File: config.mk
export PLATFORM = sky130hd
export DESIGN_NAME = conversion_sequencer
export DESIGN_NICKNAME = d
export VERILOG_FILES = /design/src/rtl/conversion_sequencer.sv
export SDC_FILE = /design/constraint.sdc
export NUM_CORES = 1
export LEC_CHECK = 0
export ABC_AREA = 0
export ABC_CLOCK_PERIOD_IN_PS = 1400
export CAP_MARGIN = 20
export CORE_MARGIN = 10
export CORE_UTILIZATION = 54
export DETAILED_ROUTE_END_ITERATION = 8
export DONT_BUFFER_PORTS = 1
export HOLD_SLACK_MARGIN = 0.1
export PLACE_DENSITY = 0.76
export RECOVER_POWER = 25
export SLEW_MARGIN = 20
export SYNTH_ARGS = -nofsm -noshare
export SYNTH_HDL_FRONTEND = slang
export SYNTH_SLANG_ARGS = --single-unit
File: constraint.sdc
create_clock -name clk_i -period 1.4 [get_ports clk_i]
set_input_delay 0.14 -clock clk_i [delete_from_list [all_inputs] [get_ports clk_i]]
set_output_delay 0.14 -clock clk_i [all_outputs]
set_load 0.05 [all_outputs]
File: src/rtl/conversion_sequencer.sv
// conversion_sequencer: phase controller for the dual-slope voltmeter.
// Sequences auto-zero, fixed-length integrate and deintegrate phases, drives
// the front-end switch selects and the 12-bit measurement counter, captures
// the counter value at the comparator zero crossing and flags overrange.
// Optional feature macro: CONV_AUTOZERO_EN (defined = AUTOZERO phase present,
// undefined = start goes straight to INTEGRATE and autozero_o is tied low).
module conversion_sequencer #(
  parameter int unsigned AUTOZERO_CYCLES = 256,
  parameter int unsigned INTEG_CYCLES    = 2048
) (
  input  logic        clk_i,
  input  logic        rst_i,
  input  logic        start_i,
  input  logic        comparator_i,
  input  logic [11:0] measurement_count_i,
  output logic        measurement_en_o,
  output logic        measurement_clear_o,
  output logic        autozero_o,
  output logic        integrate_sel_o,
  output logic        deintegrate_sel_o,
  output logic        busy_o,
  output logic [11:0] result_o,
  output logic        result_valid_o,
  output logic        overrange_o
);

  localparam logic [11:0] FULL_SCALE = 12'hFFF;
  localparam logic [11:0] INTEG_LAST = 12'(INTEG_CYCLES - 1);

  // Out-of-range phase lengths cannot be timed by the 12-bit phase timer.
  if (AUTOZERO_CYCLES < 1 || AUTOZERO_CYCLES > 4095) begin : g_bad_autozero_cycles
    $error("AUTOZERO_CYCLES must be in 1..4095");
  end
  if (INTEG_CYCLES < 1 || INTEG_CYCLES > 4095) begin : g_bad_integ_cycles
    $error("INTEG_CYCLES must be in 1..4095");
  end

  typedef enum logic [1:0] {
    IDLE        = 2'd0,
`ifdef CONV_AUTOZERO_EN
    AUTOZERO    = 2'd1,
`endif
    INTEGRATE   = 2'd2,
    DEINTEGRATE = 2'd3
  } state_t;

`ifdef CONV_AUTOZERO_EN
  localparam logic [11:0] AUTOZERO_LAST = 12'(AUTOZERO_CYCLES - 1);
`endif

  state_t      state;
  state_t      next_state;
  logic [11:0] timer;
  logic        count_full;
  logic        capture;
  logic        over_hit;
  logic        start_accept;

  assign count_full = (measurement_count_i == FULL_SCALE);

  // Next-state decode plus the combinational counter controls and capture strobes.
  always_comb begin
    next_state   = state;
    start_accept = 1'b0;
    capture      = 1'b0;
    over_hit     = 1'b0;
    measurement_en_o    = 1'b0;
    measurement_clear_o = 1'b0;
    case (state)
      IDLE: begin
        if (start_i) begin
          start_accept        = 1'b1;
          measurement_clear_o = 1'b1;
`ifdef CONV_AUTOZERO_EN
          next_state = AUTOZERO;
`else
          next_state = INTEGRATE;
`endif
        end
      end
`ifdef CONV_AUTOZERO_EN
      AUTOZERO: begin
        if (timer == AUTOZERO_LAST) next_state = INTEGRATE;
      end
`endif
      INTEGRATE: begin
        if (timer == INTEG_LAST) next_state = DEINTEGRATE;
      end
      DEINTEGRATE: begin
        measurement_en_o = comparator_i && !count_full;
        if (!comparator_i) begin
          capture    = 1'b1;
          next_state = IDLE;
        end else if (count_full) begin
          over_hit   = 1'b1;
          next_state = IDLE;
        end
      end
      default: next_state = IDLE;
    endcase
  end

  // State register and phase timer; the timer restarts from 0 on every state entry.
  always_ff @(posedge clk_i) begin
    if (rst_i) begin
      state <= IDLE;
      timer <= 12'd0;
    end else begin
      state <= next_state;
      if (next_state != state || state == IDLE) timer <= 12'd0;
      else timer <= timer + 12'd1;
    end
  end

  // Registered switch selects and busy flag, decoded from the upcoming state.
  always_ff @(posedge clk_i) begin
    if (rst_i) begin
      integrate_sel_o   <= 1'b0;
      deintegrate_sel_o <= 1'b0;
      busy_o            <= 1'b0;
    end else begin
      integrate_sel_o   <= (next_state == INTEGRATE);
      deintegrate_sel_o <= (next_state == DEINTEGRATE);
      busy_o            <= (next_state != IDLE);
    end
  end

`ifdef CONV_AUTOZERO_EN
  // Auto-zero switch select, registered like the other phase selects.
  always_ff @(posedge clk_i) begin
    if (rst_i) autozero_o <= 1'b0;
    else autozero_o <= (next_state == AUTOZERO);
  end
`else
  assign autozero_o = 1'b0;
`endif

  // Result capture, one-cycle valid pulse and sticky overrange flag.
  always_ff @(posedge clk_i) begin
    if (rst_i) begin
      result_o       <= 12'd0;
      result_valid_o <= 1'b0;
      overrange_o    <= 1'b0;
    end else begin
      result_valid_o <= capture || over_hit;
      if (capture) result_o <= measurement_count_i;
      else if (over_hit) result_o <= FULL_SCALE;
      if (start_accept) overrange_o <= 1'b0;
      else if (over_hit) overrange_o <= 1'b1;
    end
  end

endmodule

**Yosys cells after proc, flatten, opt, wreduce, memory -nomap -nowiden**

Index checks and enable logic that the tools add are counted.

- Flip-flop bits (word level): 31
- Input port bits: 16
- Output and inout port bits: 20

- Add/sub/neg operators: 1
- Eq/ne operators: 7
- Muxes and demuxes: 15
- Reduce and logical (&&, ||, !) cells: 9

Operators by type and width:

| kind | number |
|---|---|
| 2-to-1 mux 12 bit | 2 |
| adder 12 x 1 -> 12 bit (second input constant) | 1 |
| equality test 12 x 11 -> 1 bit (second input constant) | 1 |
| equality test 12 bit (second input constant) | 1 |
| equality test 2 bit (second input constant) | 4 |
| 2-to-1 mux 1 bit | 8 |
| 2-to-1 mux 2 bit | 4 |
| one-hot mux 2 bit (3 select lines) | 1 |
| nonzero test 2 bit | 2 |
| OR reduction 2 bit | 2 |
| logical NOT 2 bit | 1 |
| logical OR 1 bit | 2 |
| inequality test 2 bit | 1 |
| logical AND 1 bit | 1 |
| logical NOT 1 bit | 1 |

**Longest topological paths before layout**

- Depth in word-level cells: 7
- Gate-level depth with buffers: 6

**Worst setup path after synthesis**

Ideal clock, no wire load.

- Path type: flip-flop to flip-flop
- Start: reg state[0]
- End: reg overrange_o
- Arrival time: 1745 ps
- Data required time: 1215 ps
- Slack: -530 ps
- Cell stages (with the launch flop): 4
- Buffers on the path: 1
- Path through: dfxtp_1 -> buf_2 -> nor3b_1 -> nor3_1

- Longest elaborated chain between the ends: 3

Ends and longest elaborated chain:

| element | RTL line | text |
|---|---|---|
| start, declared | 51 | `state_t state;` |
| start signal, assigned | 109 | `state <= next_state;` |
| logical NOT 2 bit | -- |  |
| 2-to-1 mux 1 bit | -- |  |
| named net measurement_clear_o | 17 | `output logic measurement_clear_o,` |
| OR reduction 2 bit (no source line) | -- |  |
| end signal, assigned | 143 | `overrange_o <= 1'b0;` |
| end signal, assigned | 148 | `if (start_accept) overrange_o <= 1'b0;` |
| end signal, assigned | 149 | `else if (over_hit) overrange_o <= 1'b1;` |
| end, declared | 24 | `output logic overrange_o` |

The timed path passes the listed nets, and every way through them passes these cells.
A chain may end at the register's enable or synchronous reset.

**Worst setup path after layout**

- Start: reg state[1]
- End: out measurement_clear_o

- Longest elaborated chain between the ends: 2

Ends and longest elaborated chain:

| element | RTL line | text |
|---|---|---|
| logical NOT 2 bit | 69 | `case (state)` |
| 2-to-1 mux 1 bit | 69 |  |
| end, declared | 17 |  |

No other way between the ends.

==> results.yml <==
setup_path:
  worstPathMaxFanout: 7
  crit_required_ns: 1.26
  end_kind: "output port"
  critPathLaunchType: "register"
  crit_type: "register to output port"
  cp.arrival_ns: 1.21
yosys:
  yosys.area.top_type_share_pct: 46.6
  ys_warn_count: 0
  avgSynthCellArea_um2: 9.31
  ys_ff_latch: 31
  synth-compound-area-share_pct: 16.7
  synth.cell_area_um2: 1330
  synthTopCellsByArea: "dfxtp_1, a211oi_2, nor2_1, xnor2_1, inv_1"
  yosys.area.top_type: "dfxtp_1"
  ys_types: 33
  synthAdderAreaFrac_pct: 0.940
  yosys.area_share.simple_pct: 21.4
  postSynthCellCount: 143
  muxShareOfSynthArea_pct: 0
  synth_xor_area_share_pct: 6.58
  ys_seq_area_share_pct: 46.6
  synth_top_family_by_area: "simple AND/OR/NAND/NOR gates"
  synthesis.nets: 160
placement:
  place_ws_ns: -0.00532
  place.gp.congestion: 0.783
  place_hpwl_um: 2280
  port_buffers: 0
  dpl-instance-area_um2: 1540
die:
  die_x_um: 69.7
  dieArea_um2: 4850
  fp.coreArea_um2: 2280
  initial_utilization_pct: 58.5
  rows: 17
  die_y_um: 69.7
  ios: 36
routing:
  num_vias: 1104
  ant_nets: 0
  routed_wl_um: 3160
  wl_per_cell_um: 15.8
  drcViolationCount: 0
  drt-pass1-iter-count: 4
  vias_per_cell: 5.52
  drt-initial-drc-count: 168
outcome:
  violations: "negative hold slack"
  status: "finished, violations left"
sta:
  period_share_pct: 96.7
  fmax_mhz: 738
  hold_ws_ns: -0.146
  hold_viol_final: 19
  skew_ns: 0.0108
  finalWorstSetupSlack_ns: 0.0459
  timing.setup.tns_ns: 0
  rsz0062_at_grt: "true"
  fin_crit_ns: 1.35
  setup_violations: 0
  drv_slew: 0
finish:
  synthToLayoutAreaGrowth_pct: 28.3
  n_antenna_cell: 0
  drive_gt1_share_pct: 36.0
  nFillCells: 162
  fin_area_um2: 1710
  fin_nets: 188
pwr:
  p_int_uw: 1360
  seqPwrFrac_pct: 52.4
  peakVddDrop_v: 0.000990
  p_sw_uw: 396
  clkPwrFrac_pct: 41.8
  power_uw: 1760
  leakage_uw: 0.000619
  powerDensity_nw_per_um2: 1030
  p_sw_share_pct: 22.6
  power_frac_comb_pct: 5.7
clocking:
  numCtsBuffers: 5
  htreeDepth: 2
  root_buffer: "clkbuf_4"
  cts_buffer_depth: 2
  clk_pin_slew_ns: 0.10
  clock-sinks: 31
  cts_tree: "yes"
  clk_latency_ns: 0.34
global_routing:
  grt_usage_pct: 12.8
  antenna_found_initial: 0
  overflow: 0
  grt_pass1_wl_um: 5110
  grt_max_degree: 22
  grt_pass1_vias: 1111
flow_run:
  max_cap_violations: 0
hold_path:
  hold_path_class: "primary input to register"
[sequential cells by signal, summed over array words and instances, names as in the netlist]
signal,cells
busy_o,1
overrange_o,1
result_valid_o,1
timer,12
state,2
deintegrate_sel_o,1
integrate_sel_o,1
result_o,12
[synthesized netlist by cell type]
cell type	instances
a41oi_1	1
ha_1	1
o21bai_1	1
buf_6	1
nand2_1	4
buf_2	1
buf_4	1
dfxtp_1	31
or3b_2	1
a21oi_1	1
o31ai_4	1
or2_2	1
nor4_1	1
a211oi_1	3
nand4_2	1
inv_1	17
conb_1	1
nand4_1	4
xnor2_1	9
clkbuf_1	3
o31ai_1	2
or2b_1	1
o22ai_1	2
a211o_2	1
xor2_1	1
a211oi_2	9
nand3_1	4
a21o_1	1
nor4_4	1
nor3b_1	1
nand3_4	1
nor3_1	5
nor2_1	30
[power by group through the flow]
stage          registers (uW)  logic, uW  clock network, uW
2_1_floorplan             942       66.0                  0
3_3_place_gp              937       80.4                  0
3_5_place_dp              938       83.1                  0
4_1_cts                   918       89.2                750
5_1_grt                   922        108                807
6_report                  920        101                734
[cell type report]
class / instances / area [um^2] / area share [%]
multi-input combinational: 89 / 676 / 39.6
sequential: 31 / 626 / 36.6
timing repair buffer: 27 / 221 / 13.0
inverter: 17 / 63.8 / 3.74
clock buffer: 6 / 51.3 / 3.00
clock inverter: 2 / 35.0 / 2.05
tap: 28 / 35.0 / 2.05
[final timing paths]
check	start	endpoint	slack (ns)	depth (start not counted)
worst max-delay path	state[1]	measurement_clear_o	0.05	3
worst min-delay path	rst_i	result_o[10]	-0.15	1
worst max register to register	state[1]	timer[9]	0.07	4
worst min register to register	result_o[1]	result_o[1]	0.45	2
[stage by stage]
| stage | util [%] | cells |
|---|---|---|
| 2_1_floorplan | - | 143 |
| 3_3_place_gp | 67.5 | 191 |
| 3_5_place_dp | 67.5 | 191 |
| 4_1_cts | 72.3 | 199 |
| 5_1_grt | 75.0 | 200 |
| 6_report | 75.0 | 200 |
[metal layers]
metal  up-vias  share of wire, %  GRT usage [%]
li1        538                 -              -
met1       525                40           13.9
met2        35                48           19.6
met3         6                10           7.42
met4         0               1.7           6.30
met5         -                 0              0
[timing repair]
action | 4_1_cts | 5_1_grt
resized for setup | 6 | 13
endpoints found under the hold margin | 19 | 19
setup endpoints to repair | 11 | 19
pin swaps | 2 | 1
buffers inserted | 0 | 1
[critical path, stage by stage (launching register included)]
cell     delay, ns
dfxtp_2       0.34
buf_6         0.14
nor3b_4       0.22
buf_6         0.19
[cell families after synthesis]
| logic type | count (synthesis) |
|---|---|
| xor+xnor | 10 |
| fa+ha+maj | 1 |
| flops | 31 |
| buf+inv | 23 |
| compound gates | 22 |
| other cells | 1 |
| simple gates | 55 |
[cells in the final DEF (no fill, tap or decap), types with 2 or more instances in the layout]
master    instances
nor2_1           29
dfxtp_1          27
buf_4            23
inv_1            17
a211oi_2          9
xnor2_1           9
clkbuf_4          5
nand4_1           4
dfxtp_2           4
nand3_1           3
nor3_1            3
nand2_1           3
a211oi_1          3
buf_6             3
o22ai_1           2
o31ai_1           2
nor3_2            2
No activity file was read; power rests on OpenSTA's default activity.
